==> config.mk <==
export PLATFORM = sky130hd
export DESIGN_NAME = fetch_unit_flat
export DESIGN_NICKNAME = d
export VERILOG_FILES = /design/src/rtl/core_pkg.sv /design/src/rtl/fetch_unit_if.sv /design/src/rtl/fetch_unit_buffer.sv /design/src/rtl/fetch_unit.sv /design/src/flat_wrapper.sv
export SDC_FILE = /design/constraint.sdc
export NUM_CORES = 1
export LEC_CHECK = 0
export BUFFER_PORTS_ARGS = -buffer_cell sky130_fd_sc_hd__buf_2
export CORE_MARGIN = 2
export CORE_UTILIZATION = 36
export CTS_BUF_LIST = sky130_fd_sc_hd__clkbuf_8
export DETAILED_ROUTE_END_ITERATION = 10
export GPL_ROUTABILITY_DRIVEN = 0
export HOLD_SLACK_MARGIN = 0.05
export SLEW_MARGIN = 10
export SYNTH_ARGS = -nofsm -noshare
export SYNTH_HDL_FRONTEND = slang
export SYNTH_SLANG_ARGS = --single-unit
==> constraint.sdc <==
create_clock -name clk -period 4.4 [get_ports clk]
set_input_delay 0.88 -clock clk [delete_from_list [all_inputs] [get_ports clk]]
set_output_delay 0.88 -clock clk [all_outputs]
set_load 0.01 [all_outputs]
==> src/rtl/core_pkg.sv <==
// Shared core types and constants for the fetch front end.
//   PC_W / INSTR_W : PC and instruction widths
//   AW             : instruction memory word-address width
//   fetch_pkt_t    : one buffered fetch result {instr, pc}
//   jal_target()   : PC-relative target of a JAL word, truncated to PC_W
package core_pkg;

  localparam int unsigned PC_W    = 9;
  localparam int unsigned INSTR_W = 32;
  localparam int unsigned AW      = PC_W - 2;

  localparam logic [6:0] OPCODE_JAL = 7'b1101111;

  typedef logic [PC_W-1:0]    pc_t;
  typedef logic [INSTR_W-1:0] instr_t;
  typedef logic [AW-1:0]      waddr_t;

  typedef struct packed {
    instr_t instr;
    pc_t    pc;
  } fetch_pkt_t;

  // J-type immediate is {imm[20], imm[10:1], imm[11], imm[19:12]} in instr[31:12].
  function automatic pc_t jal_target(input pc_t pc, input instr_t instr);
    logic [20:0] imm;
    imm = {instr[31], instr[19:12], instr[20], instr[30:21], 1'b0};
    return pc + imm[PC_W-1:0];
  endfunction

endpackage

==> src/rtl/fetch_unit_if.sv <==
// Fetch unit bus bundle: backend redirect, instruction memory port and the
// fetch->decode valid/ready handshake.
//   master : the fetch unit side
//   slave  : the environment side (backend, imem, decoder)
interface fetch_unit_if;
  import core_pkg::*;

  logic   i_redirect;
  pc_t    i_redirect_pc;
  logic   o_imem_en;
  waddr_t o_imem_addr;
  instr_t i_imem_rdata;
  instr_t o_instruction;
  pc_t    o_pc;
  logic   o_valid;
  logic   i_ready;

  modport master (
    input  i_redirect, i_redirect_pc, i_imem_rdata, i_ready,
    output o_imem_en, o_imem_addr, o_instruction, o_pc, o_valid
  );

  modport slave (
    output i_redirect, i_redirect_pc, i_imem_rdata, i_ready,
    input  o_imem_en, o_imem_addr, o_instruction, o_pc, o_valid
  );

endinterface

==> src/rtl/fetch_unit_buffer.sv <==
// fetch_buffer: 2-entry FIFO of fetch_pkt_t.
//   clk, rst  : clock, asynchronous active-high reset
//   push      : write push_pkt at the tail
//   pop       : drop the head entry
//   flush     : empty the FIFO (wins over push/pop)
//   head      : registered head entry
//   count     : occupancy 0..2
module fetch_buffer
  import core_pkg::*;
(
  input  logic       clk,
  input  logic       rst,
  input  logic       push,
  input  fetch_pkt_t push_pkt,
  input  logic       pop,
  input  logic       flush,
  output fetch_pkt_t head,
  output logic [1:0] count
);

  fetch_pkt_t mem_q [2];
  logic       wr_ptr_q;
  logic       rd_ptr_q;
  logic [1:0] count_q;

  always_ff @(posedge clk or posedge rst) begin
    if (rst) begin
      mem_q[0] <= '0;
      mem_q[1] <= '0;
      wr_ptr_q <= 1'b0;
      rd_ptr_q <= 1'b0;
      count_q  <= 2'd0;
    end else if (flush) begin
      // Storage is left as is; consumers only look at it while count != 0.
      wr_ptr_q <= 1'b0;
      rd_ptr_q <= 1'b0;
      count_q  <= 2'd0;
    end else begin
      if (push) begin
        mem_q[wr_ptr_q] <= push_pkt;
        wr_ptr_q        <= ~wr_ptr_q;
      end
      if (pop) begin
        rd_ptr_q <= ~rd_ptr_q;
      end
      count_q <= count_q + {1'b0, push} - {1'b0, pop};
    end
  end

  assign head  = mem_q[rd_ptr_q];
  assign count = count_q;

endmodule

==> src/rtl/fetch_unit.sv <==
// fetch_unit: instruction-fetch front end, producer side of fetch->decode.
// Sequences the PC, issues reads to a 1-cycle-latency synchronous imem, buffers
// returned words in a 2-entry queue and presents the queue head to decode.
//   clk, reset : clock, asynchronous active-high reset
//   bus        : fetch_unit_if.master (redirect, imem port, decode handshake)
// Build option: FETCH_JAL_PREDICT_EN enables redirecting fetch to the target
// of a returning JAL word (otherwise fetch is purely sequential).
module fetch_unit
  import core_pkg::*;
#(
  parameter pc_t RESET_PC = '0
) (
  input logic         clk,
  input logic         reset,
  fetch_unit_if.master bus
);

  pc_t        pc_q, pc_d;
  logic       inflight_q;
  pc_t        inflight_pc_q;
  logic [1:0] count;
  fetch_pkt_t head;
  logic       deq;
  logic       ret;
  logic       issue;
  pc_t        issue_pc;
  logic [2:0] credit_used;

  // Queue state is EMPTY (0), PARTIAL (1) or FULL (2); valid is purely registered.
  assign bus.o_valid       = (count != 2'd0);
  assign bus.o_instruction = head.instr;
  assign bus.o_pc          = head.pc;

  assign deq = bus.o_valid & bus.i_ready;

  // Data returns the cycle after issue, so a redirect in the return cycle is
  // exactly what kills the in-flight read.
  assign ret = inflight_q & ~bus.i_redirect;

  // Slots that will be committed after this edge: buffered + returning - leaving.
  assign credit_used = {1'b0, count} + {2'b0, inflight_q} - {2'b0, deq};

  always_comb begin
    issue    = 1'b0;
    issue_pc = pc_q;
    pc_d     = pc_q;
    if (reset) begin
      issue = 1'b0;
    end else if (bus.i_redirect) begin
      issue    = 1'b1;
      issue_pc = {bus.i_redirect_pc[PC_W-1:2], 2'b00};
      pc_d     = issue_pc + pc_t'(4);
    end else begin
      issue = (credit_used < 3'd2);
`ifdef FETCH_JAL_PREDICT_EN
      // The returning JAL is the only read in flight, so replacing this
      // cycle's issue address keeps wrong-path words out of the queue.
      if (ret && (bus.i_imem_rdata[6:0] == OPCODE_JAL)) begin
        issue_pc = jal_target(inflight_pc_q, bus.i_imem_rdata);
      end
`endif
      pc_d = issue ? (issue_pc + pc_t'(4)) : issue_pc;
    end
  end

  assign bus.o_imem_en   = issue;
  assign bus.o_imem_addr = issue_pc[PC_W-1:2];

  always_ff @(posedge clk or posedge reset) begin
    if (reset) begin
      pc_q          <= RESET_PC;
      inflight_q    <= 1'b0;
      inflight_pc_q <= '0;
    end else begin
      pc_q       <= pc_d;
      inflight_q <= issue;
      if (issue) begin
        inflight_pc_q <= issue_pc;
      end
    end
  end

  fetch_buffer u_buffer (
    .clk      (clk),
    .rst      (reset),
    .push     (ret),
    .push_pkt ('{instr: bus.i_imem_rdata, pc: inflight_pc_q}),
    .pop      (deq),
    .flush    (bus.i_redirect),
    .head     (head),
    .count    (count)
  );

endmodule

==> src/flat_wrapper.sv <==
// flat-port wrapper written by rule: the top's interface ports become plain ports
module fetch_unit_flat import core_pkg::*;
#(
  parameter pc_t RESET_PC = '0
)
  (clk, reset, bus_i_redirect, bus_i_redirect_pc, bus_i_imem_rdata, bus_i_ready, bus_o_imem_en, bus_o_imem_addr, bus_o_instruction, bus_o_pc, bus_o_valid);
  fetch_unit_if bus_i ();
  input logic clk;
  input logic reset;
  input wire logic [$bits(bus_i.i_redirect)-1:0] bus_i_redirect;
  input wire logic [$bits(bus_i.i_redirect_pc)-1:0] bus_i_redirect_pc;
  input wire logic [$bits(bus_i.i_imem_rdata)-1:0] bus_i_imem_rdata;
  input wire logic [$bits(bus_i.i_ready)-1:0] bus_i_ready;
  output wire logic [$bits(bus_i.o_imem_en)-1:0] bus_o_imem_en;
  output wire logic [$bits(bus_i.o_imem_addr)-1:0] bus_o_imem_addr;
  output wire logic [$bits(bus_i.o_instruction)-1:0] bus_o_instruction;
  output wire logic [$bits(bus_i.o_pc)-1:0] bus_o_pc;
  output wire logic [$bits(bus_i.o_valid)-1:0] bus_o_valid;
  assign bus_i.i_redirect = bus_i_redirect;
  assign bus_i.i_redirect_pc = bus_i_redirect_pc;
  assign bus_i.i_imem_rdata = bus_i_imem_rdata;
  assign bus_i.i_ready = bus_i_ready;
  assign bus_o_imem_en = bus_i.o_imem_en;
  assign bus_o_imem_addr = bus_i.o_imem_addr;
  assign bus_o_instruction = bus_i.o_instruction;
  assign bus_o_pc = bus_i.o_pc;
  assign bus_o_valid = bus_i.o_valid;
  fetch_unit #(.RESET_PC(RESET_PC)) u_core (.clk(clk), .reset(reset), .bus(bus_i));
endmodule
Yosys cells after proc, flatten, opt, wreduce, memory -nomap -nowiden
Cells that the tools add are included.
Cells by class
  add/subtract/negate cells: 6
  order comparisons: 4
  multiplexer cells: 17
  bitwise logic cells: 8
  reduce and logical (&&, ||, !) cells: 7
Operator list (count)
  2-to-1 mux 41 bit: 4
  bitwise mux 82 bit: 1
  demux 41 bit (select 1 bit): 1
  2-to-1 mux 9 bit: 4
  adder 9 x 3 -> 9 bit (second input constant): 2
  nonzero test 2 bit: 4
  2-to-1 mux 1 bit: 6
  >= comparator 2 bit (second input constant): 2
  NOT 1 bit: 4
  NOT 1 -> 2 bit: 2
  AND reduction 2 bit: 2
  adder 2 x 1 -> 3 bit: 1
  less-than comparator 3 x 2 -> 1 bit (second input constant): 1
  subtractor 3 x 1 -> 3 bit: 1
  adder 2 x 1 -> 2 bit: 1
  bitwise AND 1 bit: 2
  less-than comparator 2 x 1 -> 1 bit (second input constant): 1
  2-to-1 mux 2 bit: 1
  subtractor 2 x 1 -> 2 bit: 1
  logical AND 1 bit: 1
Word-level totals
  bits in registers: 105
  input port bits: 45
  output and inout bits: 50
  logic and storage cells: 52

Logic depth before layout (Yosys ltp)
Gate-level depths: netlist (run 1).
  depth in word-level cells: 6
  depth in mapped cells: 10
  depth with buffers taken out: 9

Modules after synthesis
Synthesis (run 1) repeated with hierarchy kept, for this count alone.
Second synthesis, totals
  cell total of the unflattened synthesis: 347
  area total of the unflattened synthesis: 4862.2 um^2
By module, submodules not included
  fetch_buffer: times used 1, cells each 236, area each 3768.6 um^2, sequential area each 2152.1 um^2
  fetch_unit: times used 1, cells each 111, area each 1093.5 um^2, sequential area each 375.4 um^2

Least setup slack after synthesis (run 1)
Ideal clock, no wire load.
  path kind: input-to-output
  start point: input port reset
  end point: output port bus_o_imem_addr[0]
  data arrival time: 3.414 ns
  required time: 3.520 ns
  slack: 0.106 ns
  stages on the path: 2
  buffers on the path: 0
  path through: inv_1 mux2_2
On the way
  longest elaborated chain between the ends: 1
Ends and longest elaborated chain
  start, declared: RTL line flat_wrapper.sv:9  | input logic reset;
  2-to-1 mux 9 bit: RTL line fetch_unit.sv:47  | if (reset) begin
  end, declared: RTL line flat_wrapper.sv:15  | output wire logic [$bits(bus_i.o_imem_addr)-1:0] bus_o_imem_addr;
No other way between the ends.

Final worst setup path (run 1)
  start point: register u_core.u_buffer.count_q[1], in the netlist u_core.u_buffer.count[1]
  end point: output port bus_o_imem_en
On the way
  longest elaborated chain between the ends: 6
  elaborated cells on any way between the ends: 7
  classes of those cells: 2 x add/sub; 1 x order compare; 2 x mux; 1 x bitwise; 1 x reduce/logical
Ends and longest elaborated chain
  start, declared: RTL line fetch_unit_buffer.sv:24  | logic [1:0] count_q;
  start signal, assigned: RTL line fetch_unit_buffer.sv:46  | count_q <= count_q + {1'b0, push} - {1'b0, pop};
  branches (longest 2 deep; another with adder 2 x 1 -> 3 bit)
  subtractor 3 x 1 -> 3 bit (*): RTL line fetch_unit.sv:41  | assign credit_used = {1'b0, count} + {2'b0, inflight_q} - {2'b0, deq};
  less-than comparator 3 x 2 -> 1 bit (*): RTL line fetch_unit.sv:54  | issue = (credit_used < 3'd2);
  2-to-1 mux 1 bit (*): RTL line fetch_unit.sv:49  | end else if (bus.i_redirect) begin
  2-to-1 mux 1 bit (*): RTL line fetch_unit.sv:47
  end, declared: RTL line flat_wrapper.sv:14  | output wire logic [$bits(bus_i.o_imem_en)-1:0] bus_o_imem_en;
Mark *: on every way between the ends.

==> reports/results.ini, run 1 <==
[clocking]
cts_resized = 0
cts_buffer_depth = 2
cts_post_setup_buffers_inserted = 0
clock_tree.htree_level_count = 3
worst_skew_pair.late_latency_ns = 0.36
cts_tree = built
cts.hold.buffers_added = 0
clk_pin_slew_worst_paths_ns = 0.09
cts_buffers = 9
cts_root_buf = sky130_fd_sc_hd__clkbuf_8
clock-sinks = 97

[power_and_ir_drop]
p_per_area_nw_per_um2 = 703
cellLeakagePower_nw = 2.48
power.total_mw = 3.76
ir_worst_vdd_v = 0.000240

[sta]
skew_ns = 0.00957
final-setup-viol-count = 0
slew_viol_final = 0
finalWorstPathRequiredPeriod_ns = 3.39
timing.max_slew.rel_slack_pct = 29.3
finalHoldWorstSlack_ns = 0.448
worst_slew_pin_slew_ns = 1.06
rsz0062_at_grt = false
setup_total_negative_slack_ns = 0
fin_crit_sh_pct = 77.1
fmaxAchievable_mhz = 295
hold_violations = 0

[synthesis]
share_of_synthesized_registers_carrying_an_async_set_or_reset_pct = 100
edff_count_synth = 0
ys_ff_latch = 97
yosys-top-cells-area = sky130_fd_sc_hd__dfrtp_1 53%, sky130_fd_sc_hd__mux2_2 24%, sky130_fd_sc_hd__mux2_1 4.4%
yosys_warnings = 0
netlist.area_leader.share_pct = 52.5
syn-mean-instance-area_um2 = 13.5
synth_ff_type = sky130_fd_sc_hd__dfrtp_1
synth_top_cell_by_area = sky130_fd_sc_hd__dfrtp_1
synth_area_um2 = 4620
gate_count_of_the_mapped_netlist = 343
seq_area_frac_synth_pct = 52.5
synthDistinctLibCells = 49

[detailed_routing]
drc = 0
detail_route.vias_per_cell = 4.89
routed_wl_um = 8950
total_number_of_vias = 2953
route.detailed.wl_per_inst_um = 14.8
drt_pre_antenna_iters = 4
final_antenna_net_count = 0
first_iter_violations = 157

[placed_design]
detailed_place.area_um2 = 5200
place.detailed.instances = 591
estimated_wirelength_of_the_detail_placed_design_um = 5810
placement.io_buffers = 90

[floorplan]
chipHeight_um = 117
row_count = 41
num_io_pins = 95
effective_utilization_at_floorplan_pct = 36.8
total_die_area_um2 = 13800
chipWidth_um = 117
coreArea_um2 = 12600

[layout]
post_route_cells_drive_above_1_share_pct = 50.9
n_fill_cell = 1172
ant_diodes = 0
most_frequent_cells_in_the_layout = 98 x sky130_fd_sc_hd__mux2_2, 96 x sky130_fd_sc_hd__dfrtp_1, 90 x sky130_fd_sc_hd__buf_2
stdcell_area_um2 = 5350
final-instance-count-excl-fill = 604
final_common_cell = sky130_fd_sc_hd__mux2_2
syn2layout_area_growth_pct = 15.7
finalNetCount = 478

[grt]
globalRoute.totalOverflow = 0
global_route.usage.total_pct = 13.5
pin_count_of_the_biggest_net_entering_global_routing = 86
vias_in_the_first_global_route = 3009
global_route_wire_length_before_repair_um = 15100
antenna_found_initial = 0

[setup_path]
critPathSlowestCell = sky130_fd_sc_hd__dfrtp_1
critical_path_buf_inv_count = 3
worst-r2r-setup-slack_ns = 1.76
crit_path_cell_trace = or2_2 > nand2_1 > nor2_1 > fa_1 > xor2_1 > o21a_1 > buf_4 > inv_1 > buf_2
worst_ep_required_time_ns = 3.52
cp_slowest_stage_delay_ns = 0.45
cp.arrival_ns = 2.51
cp-end-kind = output port
critical_path.top_delay_family = simple AND/OR/NAND/NOR gates
cp-start-kind = flip-flop
crit_type = reg2out
critical_path_peak_fanout = 15

[worst_hold_path]
type_of_the_most_critical_hold_path = in2async

[outcome]
run_status = complete, no violations

[flow_run]
number_of_max_capacitance_violations_reported = 0

==> worst paths after layout <==
check | startpoint | to | cells past startpoint
max in group asynchronous | reset | u_core.u_buffer.mem_q[81] | 3
min | reset | u_core.pc_q[8] | 2
max reg2reg | u_core.u_buffer.count[1] | u_core.pc_q[4] | 11
min in group clk | u_core.u_buffer.mem_q[75] | u_core.u_buffer.mem_q[75] | 1
min reg2reg | u_core.u_buffer.mem_q[75] | u_core.u_buffer.mem_q[75] | 1
max | u_core.u_buffer.count[1] | bus_o_imem_en | 9
==> final cells by class <==
type | count | area [um2] | share of cell area, %
timing repair buffer | 94 | 480 | 8.98
clock buffer | 10 | 138 | 2.57
tap | 172 | 215 | 4.02
clock inverter | 3 | 12.5 | 0.234
multi-input combinational | 224 | 2060 | 38.5
inverter | 4 | 17.5 | 0.327
sequential | 97 | 2430 | 45.4
==> report_power, final <==
part	switching, mW	internal (mW)
clock network	0.280	0.207
registers	0.301	1.34
logic	0.704	0.931
total	1.28	2.48
==> flip-flops by register name, indices dropped and copies added, names as in the netlist <==
name	flops
u_core.u_buffer.mem_q	78
u_core.inflight_pc_q	7
u_core.pc_q	7
u_core.u_buffer.count	2
u_core.inflight_q	1
u_core.u_buffer.rd_ptr_q	1
u_core.u_buffer.wr_ptr_q	1
==> worst reg2reg max path, delay by kind of cell, from the launching register on <==
| kind | cells | cell delay, ns |
|---|---|---|
| XOR/XNOR | 1 | 0.16 |
| adder cells (fa/ha/maj) | 1 | 0.40 |
| buffers and inverters | 3 | 0.47 |
| AND/OR/NAND/NOR | 3 | 0.53 |
| flip-flops | 1 | 0.45 |
| AO/OA/AOI/OAI | 3 | 0.50 |
==> cells by family (layout without fill, tap and decap cells) <==
family                     after synthesis  after routing  share of synthesized area, %
xor gates and xnor gates                 8              8                          1.52
adders and majority gates                3              3                         0.974
other                                    1              2                        0.0811
buffers and inverters                   23            111                          3.11
muxes                                  129            129                          32.2
and+or+nand+nor                         62             62                          6.55
AOI/OAI and AO/OA                       20             20                          3.11
DFF                                     97             97                          52.5
==> per-layer routing <==
layer | track usage (%) | vias to the layer above | share of wire [%]
met1 | 18.7 | 1482 | 48
met5 | 0 | - | 0
met4 | 5.35 | 0 | 0.92
met3 | 2.92 | 6 | 4.5
met2 | 20.9 | 84 | 46
li1 | - | 1381 | -
==> stage by stage <==
stage | setup slack, ns | utilization (%)
after floorplan | 0.106 | -
after global placement | 1.13 | 41.4
after detailed placement | 1.07 | 41.4
after CTS | 0.957 | 42.6
after global routing | 0.833 | 42.6
final | 1.01 | 42.6
==> synth_stat cells (3+ instances only) <==
library cell and count:
sky130_fd_sc_hd__buf_1 3, sky130_fd_sc_hd__o21ai_0 3, sky130_fd_sc_hd__nor2_1 12, sky130_fd_sc_hd__nand2_1 27, sky130_fd_sc_hd__mux2_4 10, sky130_fd_sc_hd__xor2_1 4, sky130_fd_sc_hd__dfrtp_1 97, sky130_fd_sc_hd__buf_4 4
sky130_fd_sc_hd__mux2_2 98, sky130_fd_sc_hd__buf_2 7, sky130_fd_sc_hd__inv_1 4, sky130_fd_sc_hd__mux2i_1 3, sky130_fd_sc_hd__mux2_1 18, sky130_fd_sc_hd__nand2b_1 4, sky130_fd_sc_hd__nor2b_1 3, sky130_fd_sc_hd__buf_6 3
sky130_fd_sc_hd__xnor2_1 4
Power figures use the tool's default switching activity.
==> run 2, diff against run 1 <==
==> constraint.sdc (replaced) <==
create_clock -name clk -period 3.5 [get_ports clk]
set_input_delay 0.7 -clock clk [delete_from_list [all_inputs] [get_ports clk]]
set_output_delay 0.7 -clock clk [all_outputs]
set_load 0.01 [all_outputs]
==> run 2 against run 1 <==
Net effect:
- total power rose by 36%
- first-iteration DRC count decreased by 22%
- flip-flop and latch count unchanged
- register-to-register slack got worse by 0.73 ns
- clock skew down 0.0017 ns
==> reports/results.ini, run 2 (synthesis results as in run 1) <==
[floorplan]
coreArea_um2 = 12600
chipWidth_um = 117
effective_utilization_at_floorplan_pct = 36.8
row_count = 41
chipHeight_um = 117
total_die_area_um2 = 13800
num_io_pins = 95

[layout]
largest_reg_flops = 78
registers.top_by_ff_count = u_core.u_buffer.mem_q
most_frequent_cells_in_the_layout = 98 x sky130_fd_sc_hd__mux2_2, 96 x sky130_fd_sc_hd__dfrtp_1, 90 x sky130_fd_sc_hd__buf_2
syn2layout_area_growth_pct = 19.4
utilization_pct = 43.9
post_route_cells_drive_above_1_share_pct = 52.2
finalNetCount = 482
largest_registers = u_core.u_buffer.mem_q x78, u_core.inflight_pc_q x7, u_core.pc_q x7
ant_diodes = 0
final_common_cell = sky130_fd_sc_hd__mux2_2

[power_and_ir_drop]
share_comb_of_total_power_pct = 41.3
p_clk_share_pct = 19.0
sequentialPowerShare_pct = 39.7
cellLeakagePower_nw = 2.55
p_per_area_nw_per_um2 = 924
power_switching_mw = 1.65
ir_worst_vdd_v = 0.000344
switching_share_pct = 32.4
internal_mw = 3.45

[setup_path]
worst-r2r-setup-slack_ns = 1.03
critical_path_buf_inv_count = 2
cp_slowest_stage_delay_ns = 0.45
critical_path_peak_fanout = 5
reg2reg_launch_point = u_core.u_buffer.count[1]
cp-start-kind = flip-flop
cp.arrival_ns = 2.34
reg2regPathDepth = 9
critPathSlowestCell = sky130_fd_sc_hd__dfrtp_1
critical_path.top_delay_family = simple AND/OR/NAND/NOR gates
worst_ep_required_time_ns = 2.80
cp-end-kind = output port
r2r-end = u_core.pc_q[4]
crit_path_cell_trace = or2_2 > nand2_1 > nor2_1 > fa_1 > xor2_1 > o21a_1 > inv_1 > buf_2
crit_type = reg2out

[clocking]
clock_tree.htree_level_count = 3
cts_resized = 0
worst_skew_pair.late_latency_ns = 0.37
clock-sinks = 97
cts.hold.buffers_added = 0
cts_post_setup_buffers_inserted = 0
cts_buffers = 9
cts_root_buf = sky130_fd_sc_hd__clkbuf_8
cts_buffer_depth = 2
clk_pin_slew_worst_paths_ns = 0.09
cts_tree = built

[sta]
finalWorstPathRequiredPeriod_ns = 3.04
final-setup-viol-count = 0
setup_total_negative_slack_ns = 0
fmaxAchievable_mhz = 329
fin_crit_sh_pct = 86.9
rsz0062_at_grt = false
hold_violations = 0
slew_viol_final = 0
worst_slew_pin_slew_ns = 0.798
skew_ns = 0.00787
timing.max_slew.rel_slack_pct = 46.8

[grt]
vias_in_the_first_global_route = 3051
antenna_found_initial = 0
global_route.usage.total_pct = 13.8
global_route_wire_length_before_repair_um = 15200
pin_count_of_the_biggest_net_entering_global_routing = 65
globalRoute.totalOverflow = 0

[placed_design]
placement.io_buffers = 90
estimated_wirelength_of_the_detail_placed_design_um = 6190

[detailed_routing]
final_antenna_net_count = 0
routed_wl_um = 9050
first_iter_violations = 122
drt_pre_antenna_iters = 6
total_number_of_vias = 2944
detail_route.vias_per_cell = 4.82
route.detailed.wl_per_inst_um = 14.8
drc = 0

[worst_hold_path]
type_of_the_most_critical_hold_path = in2async

[flow_run]
number_of_max_capacitance_violations_reported = 0

[outcome]
run_status = complete, no violations

==> run 2: cell count changes in the layout (fill, tap and decap cells not counted), sizes merged <==
cell | previous run | this run
bufinv | 0 | 4
clkbuf | 10 | 11
inv | 6 | 3
clkinvlp | 0 | 1
buf | 94 | 98
==> run 2: area by class of cell <==
| cell class | count | area (um2) |
|---|---|---|
| fill | 1193 | 7050 |
| multi-input combinational | 224 | 2060 |
| sequential | 97 | 2430 |
| inverter | 4 | 18.8 |
| tap | 172 | 215 |
| timing repair buffer | 98 | 523 |
| clock inverter | 5 | 125 |
| clock buffer | 11 | 151 |
==> run 2: worst max-delay path by stage <==
stage,startpoint,to,slack [ns],depth (start not counted)
floorplan,reset,bus_o_imem_addr[0],0.11,2
global placement,bus_i_ready,bus_o_imem_en,0.78,8
detailed placement,bus_i_ready,bus_o_imem_en,0.77,8
CTS,u_core.u_buffer.count[1],bus_o_imem_en,0.40,8
global route,u_core.u_buffer.count[1],bus_o_imem_en,0.28,8
finish,u_core.u_buffer.count[1],bus_o_imem_en,0.46,8
==> run 2: routing by layer <==
metal  vias to the layer above  wire length [um]  track usage (%)
met5                         -                 0                0
met4                         0               175             6.10
met3                        11               384             2.92
met2                        75              4240             21.8
met1                      1466              4250             18.3
li1                       1392                 -                -
==> run 2: metrics by stage <==
stage	setup WS (ns)	std cells	cell area [um2]	hold WS, ns	total power, mW
3_3_place_gp	0.785	595	5240	0.463	4.11
6_report	0.459	611	5520	0.479	5.10
3_5_place_dp	0.772	595	5240	0.471	4.19
4_1_cts	0.403	611	5520	0.477	5.18
2_1_floorplan	0.109	344	4630	0.454	3.51
5_1_grt	0.282	611	5520	0.507	5.46
==> run 2: worst register-to-register path: cells and delay by family, from the launching register on <==
family	cells	cell delay, ns
AOI/OAI and AO/OA	3	0.59
xor gates and xnor gates	1	0.19
adders and majority gates	1	0.40
buffers and inverters	1	0.20
DFF	1	0.45
and+or+nand+nor	3	0.55
==> run 2: power groups by stage <==
| stage | clock [mW] | sequential, mW | combinational [mW] |
|---|---|---|---|
| after floorplan | 0 | 1.92 | 1.59 |
| after global placement | 0 | 2.01 | 2.10 |
| after detailed placement | 0 | 2.05 | 2.14 |
| after CTS | 1.00 | 2.03 | 2.15 |
| after global routing | 1.05 | 2.10 | 2.31 |
| final | 0.968 | 2.03 | 2.11 |
